[src/rtl/fetch_pkg.sv]
// Shared constants and types for the fetch stage: HALT encoding, FSM states, stat events.
package fetch_pkg;

  localparam logic [4:0]  HALT_OPC   = 5'h1F;
  localparam logic [31:0] HALT_INSTR = 32'hF800_0000;

  typedef enum logic [1:0] {
    BOOT   = 2'd0,
    RUN    = 2'd1,
    HALTED = 2'd2
  } fetch_state_e;

  typedef struct packed {
    logic fetched;
    logic stall;
  } stat_evt_t;

endpackage

[src/rtl/fetch_stat.sv]
// Saturating event counter pair for fetch statistics (fetched words, RUN-state stall cycles).
module fetch_stat
  import fetch_pkg::*;
(
  input  logic        clk,
  input  logic        rst_n,
  input  stat_evt_t   evt,
  output logic [31:0] stat_fetched,
  output logic [31:0] stat_stall
);

  logic [31:0] fetched_q, fetched_d;
  logic [31:0] stall_q, stall_d;

  // Counters stick at all-ones rather than wrapping.
  always_comb begin
    fetched_d = fetched_q;
    stall_d   = stall_q;
    if (evt.fetched && (fetched_q != 32'hFFFF_FFFF)) fetched_d = fetched_q + 32'd1;
    if (evt.stall && (stall_q != 32'hFFFF_FFFF))     stall_d   = stall_q + 32'd1;
  end

  always_ff @(posedge clk or negedge rst_n) begin
    if (!rst_n) begin
      fetched_q <= '0;
      stall_q   <= '0;
    end else begin
      fetched_q <= fetched_d;
      stall_q   <= stall_d;
    end
  end

  assign stat_fetched = fetched_q;
  assign stat_stall   = stall_q;

endmodule

[src/rtl/fetch_ctrl.sv]
// Fetch-stage sequencer: PC, BRAM read control, stall/redirect/halt handling.
// Optional FETCH_STAT_EN adds saturating fetched/stall counters.
module fetch_ctrl
  import fetch_pkg::*;
#(
  parameter int                   ADDR_W   = 22,
  parameter int                   MEM_AW   = 7,
  parameter int                   INSTR_W  = 32,
  parameter logic [ADDR_W-1:0]    RESET_PC = '0
) (
  input  logic               clk,
  input  logic               rst_n,
  input  logic               stall,
  input  logic               hlt,
  input  logic               br_taken,
  input  logic [ADDR_W-1:0]  br_target,
  output logic               mem_en,
  output logic [MEM_AW-1:0]  mem_addr,
  input  logic [INSTR_W-1:0] mem_rdata,
  output logic [INSTR_W-1:0] instr,
  output logic [ADDR_W-1:0]  instr_pc,
  output logic               instr_valid,
`ifdef FETCH_STAT_EN
  output logic [31:0]        stat_fetched,
  output logic [31:0]        stat_stall,
`endif
  output logic               halted
);

  fetch_state_e      state_q, state_d;
  logic [ADDR_W-1:0] pc_q, pc_d;
  logic [ADDR_W-1:0] out_pc_q, out_pc_d;
  logic              vld_q, vld_d;
  logic [ADDR_W-1:0] fetch_pc;
  logic              mem_en_c;
  logic              kill;
  logic              is_halt_op;

  assign kill       = (state_q == RUN) && br_taken;
  assign is_halt_op = (mem_rdata[INSTR_W-1 -: 5] == HALT_OPC);

  always_comb begin
    state_d     = state_q;
    pc_d        = pc_q;
    out_pc_d    = out_pc_q;
    vld_d       = vld_q;
    mem_en_c    = 1'b0;
    fetch_pc    = pc_q;
    instr_valid = vld_q && (state_q == RUN) && !kill;
    case (state_q)
      BOOT: begin
        mem_en_c = 1'b1;
        fetch_pc = RESET_PC;
        pc_d     = RESET_PC + 1'b1;
        out_pc_d = RESET_PC;
        vld_d    = 1'b1;
        state_d  = RUN;
      end
      RUN: begin
        if (br_taken) begin
          mem_en_c = 1'b1;
          fetch_pc = br_target;
          pc_d     = br_target + 1'b1;
          out_pc_d = br_target;
          vld_d    = 1'b1;
        end else if (!stall) begin
          mem_en_c = 1'b1;
          pc_d     = pc_q + 1'b1;
          out_pc_d = pc_q;
          vld_d    = 1'b1;
        end
        // A HALT only retires when decode actually accepts it on the correct path.
        if (instr_valid && !stall && is_halt_op) state_d = HALTED;
      end
      default: ;
    endcase
    if (hlt) state_d = HALTED;
  end

  always_ff @(posedge clk or negedge rst_n) begin
    if (!rst_n) begin
      state_q  <= BOOT;
      pc_q     <= RESET_PC;
      out_pc_q <= '0;
      vld_q    <= 1'b0;
    end else begin
      state_q  <= state_d;
      pc_q     <= pc_d;
      out_pc_q <= out_pc_d;
      vld_q    <= vld_d;
    end
  end

  // BOOT is the reset state but must not read the BRAM while reset is held.
  assign mem_en   = mem_en_c && rst_n;
  assign mem_addr = fetch_pc[MEM_AW-1:0];
  assign halted   = (state_q == HALTED);
  assign instr    = halted ? INSTR_W'(HALT_INSTR) : mem_rdata;
  assign instr_pc = out_pc_q;

`ifdef FETCH_STAT_EN
  stat_evt_t evt;
  assign evt.fetched = instr_valid && !stall;
  assign evt.stall   = (state_q == RUN) && stall;

  fetch_stat u_stat (
    .clk          (clk),
    .rst_n        (rst_n),
    .evt          (evt),
    .stat_fetched (stat_fetched),
    .stat_stall   (stat_stall)
  );
`endif

endmodule

[config.mk]
export PLATFORM = sky130hd
export DESIGN_NAME = fetch_ctrl
export DESIGN_NICKNAME = d
export VERILOG_FILES = /design/src/rtl/fetch_pkg.sv /design/src/rtl/fetch_stat.sv /design/src/rtl/fetch_ctrl.sv
export SDC_FILE = /design/constraint.sdc
export NUM_CORES = 1
export LEC_CHECK = 0
export ABC_AREA = 1
export ABC_CLOCK_PERIOD_IN_PS = 2910
export CAP_MARGIN = 25
export CORE_UTILIZATION = 49
export DETAILED_ROUTE_END_ITERATION = 16
export PLACE_DENSITY = 0.95
export SYNTH_ARGS = -nofsm -noshare
export SYNTH_HDL_FRONTEND = slang
export SYNTH_HIERARCHICAL = 1
export SYNTH_SLANG_ARGS = --single-unit
[constraint.sdc]
create_clock -name clk -period 2.91 [get_ports clk]
set_input_delay 0.7275 -clock clk [delete_from_list [all_inputs] [get_ports clk]]
set_output_delay 0.7275 -clock clk [all_outputs]
set_load 0.01 [all_outputs]
After elaboration in Yosys (flattened, before gate mapping). Cells that the tools add are included.

Bits of input ports: 59. Register bits: 47. Word-level logic and storage cells: 42. Output and inout port bits: 64.

Add/subtract/negate cells: 2. Equality and inequality tests: 5. Reduce and logical (&&, ||, !) cells: 13. Multiplexer cells: 18.

Operators by type and width (count): $mux W22 (4); $pmux W22 S2 (2); $add A22 B1 Y22 const B (2); $mux W32 (1); $pmux W7 S2 (1); $mux W7 (1); $logic_and A1 B1 Y1 (6); $eq A5 B5 Y1 const B (1); $mux W1 (4); $mux W2 (2); $pmux W1 S2 (2); $pmux W2 S2 (1); $reduce_and A2 Y1 (2); $ne A3 B2 Y1 const B (1); $ne A3 B3 Y1 const B (1); $reduce_bool A3 Y1 (1); $eq A2 B1 Y1 const B (1); $eq A2 B2 Y1 const B (1); $logic_not A1 Y1 (2); $logic_not A2 Y1 (1); $reduce_bool A2 Y1 (1).

Logic depth before layout (Yosys ltp).
Word-level depth: 9. Depth in mapped cells: 13.

Least setup slack after synthesis. Ideal clock, no wire load.

Path type: input -> output. Start point: in br_taken. End point: out mem_en. Arrival: 1.531 ns. Cell stages on the path: 8. Slack: 0.652 ns. Required time: 2.183 ns. Buffers on the path: 2. Cell sequence: buf_6 inv_8 nand2_1 nand3_2 o21ai_2 buf_2 nand2_1 inv_1.

Word-level cells in the longest chain between the ends: 3.

Ends and longest elaborated chain: start: declaration (RTL line fetch_ctrl.sv:15) `input logic br_taken,`; $mux W1 (RTL line fetch_ctrl.sv:60) `if (br_taken) begin`; $pmux W1 S2 (RTL line fetch_ctrl.sv:50) `case (state_q)`; $logic_and A1 B1 Y1 (RTL line fetch_ctrl.sv:95) `assign mem_en = mem_en_c && rst_n;`; end: declaration (RTL line fetch_ctrl.sv:17) `output logic mem_en,`.

Every way passes these cells.

Final worst setup path.
Start point: in br_target[4]. End point: out mem_addr[4].

Word-level cells in the longest chain between the ends: 2.

Ends and longest elaborated chain: start: declaration (RTL line fetch_ctrl.sv:16) `input logic [ADDR_W-1:0] br_target,`; $mux W7 (RTL line fetch_ctrl.sv:60); $pmux W7 S2 (RTL line fetch_ctrl.sv:50); end: declaration (RTL line fetch_ctrl.sv:18) `output logic [MEM_AW-1:0] mem_addr,`.

Every way passes these cells.

==> metrics.md <==
| Metric | Value |
|---|---|
| Largest net degree at the start of global routing | 48 |
| H-tree levels | 2 |
| Pleak | around 2.3 nW |
| Share of cells above drive strength 1 | between 10% and 20% |
| Startpoint types | input pin |
| IO Pins | 123 |
| Num CTS Buffers | 5 |
| CTS tree | yes |
| Synth top area share | between 30% and 40% |
| #FFs+latches synth | 47 |
| CP arrival | approximately 2100 ps |
| Syn Inst Count | 490 |
| Placed cells | roughly 690 |
| Post-synthesis cell type count | 39 |
| Power density over the cells | just under 300 mW/mm^2 |
| DRT Wirelength | 9.742 mm |
| CP required | 2180 ps |
| RSZ-0062 raised after global routing | no |
| First-pass DRT Iterations | 11 |
| First-pass GRT wire length | approximately 16 mm |
| Final nets | between 600 and 700 |
| Final antenna-violating net count | 0 |
| Pre-CTS setup slack | -231.8 ps |
| Critical R2R Capture | pc_q[0] |
| GPL Wtd Cong | about 0.9 |
| Hold EP | vld_q |
| DIE HEIGHT | 84.76 um |
| Gr ovfl total | 0 |
| Hold-fix buffers, CTS | 0 |
| Worst reg-to-reg path cell count | 7 |
| Power Total | about 1.4 mW |
| Clock Latency Late Sink | roughly 310 ps |
| Clock slew at the register clock pins of the worst setup and hold paths | around 80 ps |
| Synth area leaders | dfrtp_1 35%, nand2_1 14%, inv_1 9.4% |
| Ys flop type | dfrtp_1 |
| Initial Utilization | between 50% and 60% |
| Ys async rst share | 100.0% |
| Busiest metal layer after global routing | met2 |
| Fmax | 351.9 MHz |
| Ant diodes | 0 |
| Hold Vio Cnt, Final | 0 |
| Setup total negative slack | 0 ps |
| Reported max-cap violation count | 0 |
| Vias/cell | 5.237 |
| Final worst slack | ~68 ps |
| Slew @ Worst Pin | 609.3 ps |
| Register area share after synthesis | 35.05% |
| Outcome | finished with violations |
| Average routed wire per standard cell | about 14 um |
| Core area | around 0.0065 sq mm |
| Clock Tree Buf Depth | 2 |
| Final slew viol count | 0 |
| Row count | 29 |
| Met2 GRT Util | between 50% and 60% |
| Avg Cell Area, Syn | 6.848 sq um |
| Final Critical Period | 2842 ps |
| Relative slew slack | 59.32% |
| Maximum VDD drop | 156.8 uV |
| Final cell count without fillers | around 700 |
| Met3 Track Usage GR | approximately 5.4% |
| Antenna violations before repair | 0 |
| DRT iter0 DRCs | between 200 and 300 |
| Worst setup EP type | output pin |
| DRC | 6 |
| Post-synth EDFFs | 0 |
| Critical Path Fanout Max | 2 |
| R2R Setup Slk | about 920 ps |
| Port Buf Inserts | roughly 120 |
| Hold slack | about 470 ps |
| # setup viols final | 0 |
| Synth-to-layout area growth | 42.95% |
| CTS Sinks | 47 |
| WHS Path Cells | 2 |
| Synth Warn # | 6 |
| HPWL after DPL | ~7.4 mm |
| Total vias in the final route | between 3000 and 4000 |
| DIE AREA | a little over 0.007 sq mm |
| Crit path kind | in -> out |
| R2R Path Start | state_q[1] |
| Crit share post-route | about 98% |
| Cell taking the most area after synthesis | dfrtp_1 |
| Hold path start | vld_q |
| Hold crit path type | reg -> reg |
| Failing checks | DRC |
| Met1 Usage GRT | about 33% |
| Synthesized Nets | 550 |
| Root buffer cell | clkbuf_8 |
| Synthesized cell area | 0.003356 sq mm |
| Total track usage | between 20% and 30% |
| Number of global-route vias before repair | between 3000 and 4000 |
| Clk_skew | between 10 and 15 ps |
| Width of the die | 84.76 um |
==> worst max-delay path by stage <==
stage	from	to	slack, ps	cells past startpoint
after global placement	br_taken	instr_valid	-210	5
after CTS	br_taken	instr_valid	30	5
after detailed placement	br_taken	instr_valid	-230	5
after global routing	state_q[1]	instr_valid	1	5
final	br_target[4]	mem_addr[4]	70	6
after floorplan	br_taken	mem_en	650	8
==> flip-flops by register name, indices dropped and copies added, names as in the netlist <==
signal and cells:
instr_pc 22, vld_q 1, pc_q 22, state_q 2
==> layer usage <==
metal  up-vias  wire, um
met3        28       781
met4         0       239
li1       1758         -
met5         -         0
met2       181      4964
met1      1683      3757
==> what timing repair did <==
action                                  CTS  global route
endpoints found under the setup margin    9            12
buffers inserted                          0             0
resized for setup                         2             3
==> final cells by class <==
class,count,area (sq um)
sequential,47,1176
clock buffer,6,82.58
clock inverter,2,35.03
timing repair buffer,140,1350
tap,77,96.34
inverter,90,350.3
multi-input combinational,335,1707
fill,462,1698
==> worst max-delay path, stage by stage <==
cell and delay (ps):
clkdlybuf4s50_1 510, inv_1 60, nand2_1 50, nand2_1 80
o22ai_1 130, clkdlybuf4s50_1 560
==> cell usage in the layout, fill, tap and decap left out, types with 8 or more instances in the layout <==
master           synthesis  layout
nor2_4                  10      10
nand2_2                 23      23
dfrtp_1                 47      47
inv_1                   84      83
nand3_1                 28      28
o21ai_0                 32      32
nor2_1                  55      54
o22ai_1                  8       8
buf_4                    1      17
nand2_1                129     129
nand2_4                 10      10
clkdlybuf4s50_1          0     120
==> logic make-up after synthesis <==
group / after synthesis / synth area share (%)
AND/OR/NAND/NOR: 275 / 40.53
AO/OA/AOI/OAI: 59 / 9.881
buffers and inverters: 108 / 14.17
adder cells (fa/ha/maj): 1 / 0.3728
flip-flops: 47 / 35.05
==> cells in the mapped netlist (2+ instances only) <==
master    number
nand2_1      129
inv_1         84
nor2_1        55
dfrtp_1       47
o21ai_0       32
nand3_1       28
nand2_2       23
nand2_4       10
nor2_4        10
o22ai_1        8
a21oi_1        6
buf_2          6
nor2_2         6
clkbuf_1       5
buf_6          3
inv_2          3
nand3_2        3
nand4_1        3
o211ai_1       3
o21ai_1        3
or2_2          3
a31oi_1        2
o221ai_1       2
==> power breakdown <==
| group | internal [mW] | switching [mW] | leakage [nW] | total [mW] |
|---|---|---|---|---|
| sequential | 0.652 | 0 | 0.641 | 0.652 |
| combinational | 0.110 | 0.123 | 1.63 | 0.233 |
| clock | 0.278 | 0.225 | 0.0612 | 0.503 |
| total | 1.04 | 0.348 | 2.34 | 1.39 |
==> stage by stage <==
| step | area (sq um) | utilization (%) |
|---|---|---|
| after global placement | 4677 | 72.01 |
| final | 4797 | 73.86 |
| after CTS | 4797 | 73.86 |
| after global routing | 4797 | 73.86 |
| after floorplan | 3356 | - |
| after detailed placement | 4677 | 72.01 |
Power figures use the tool's default switching activity.
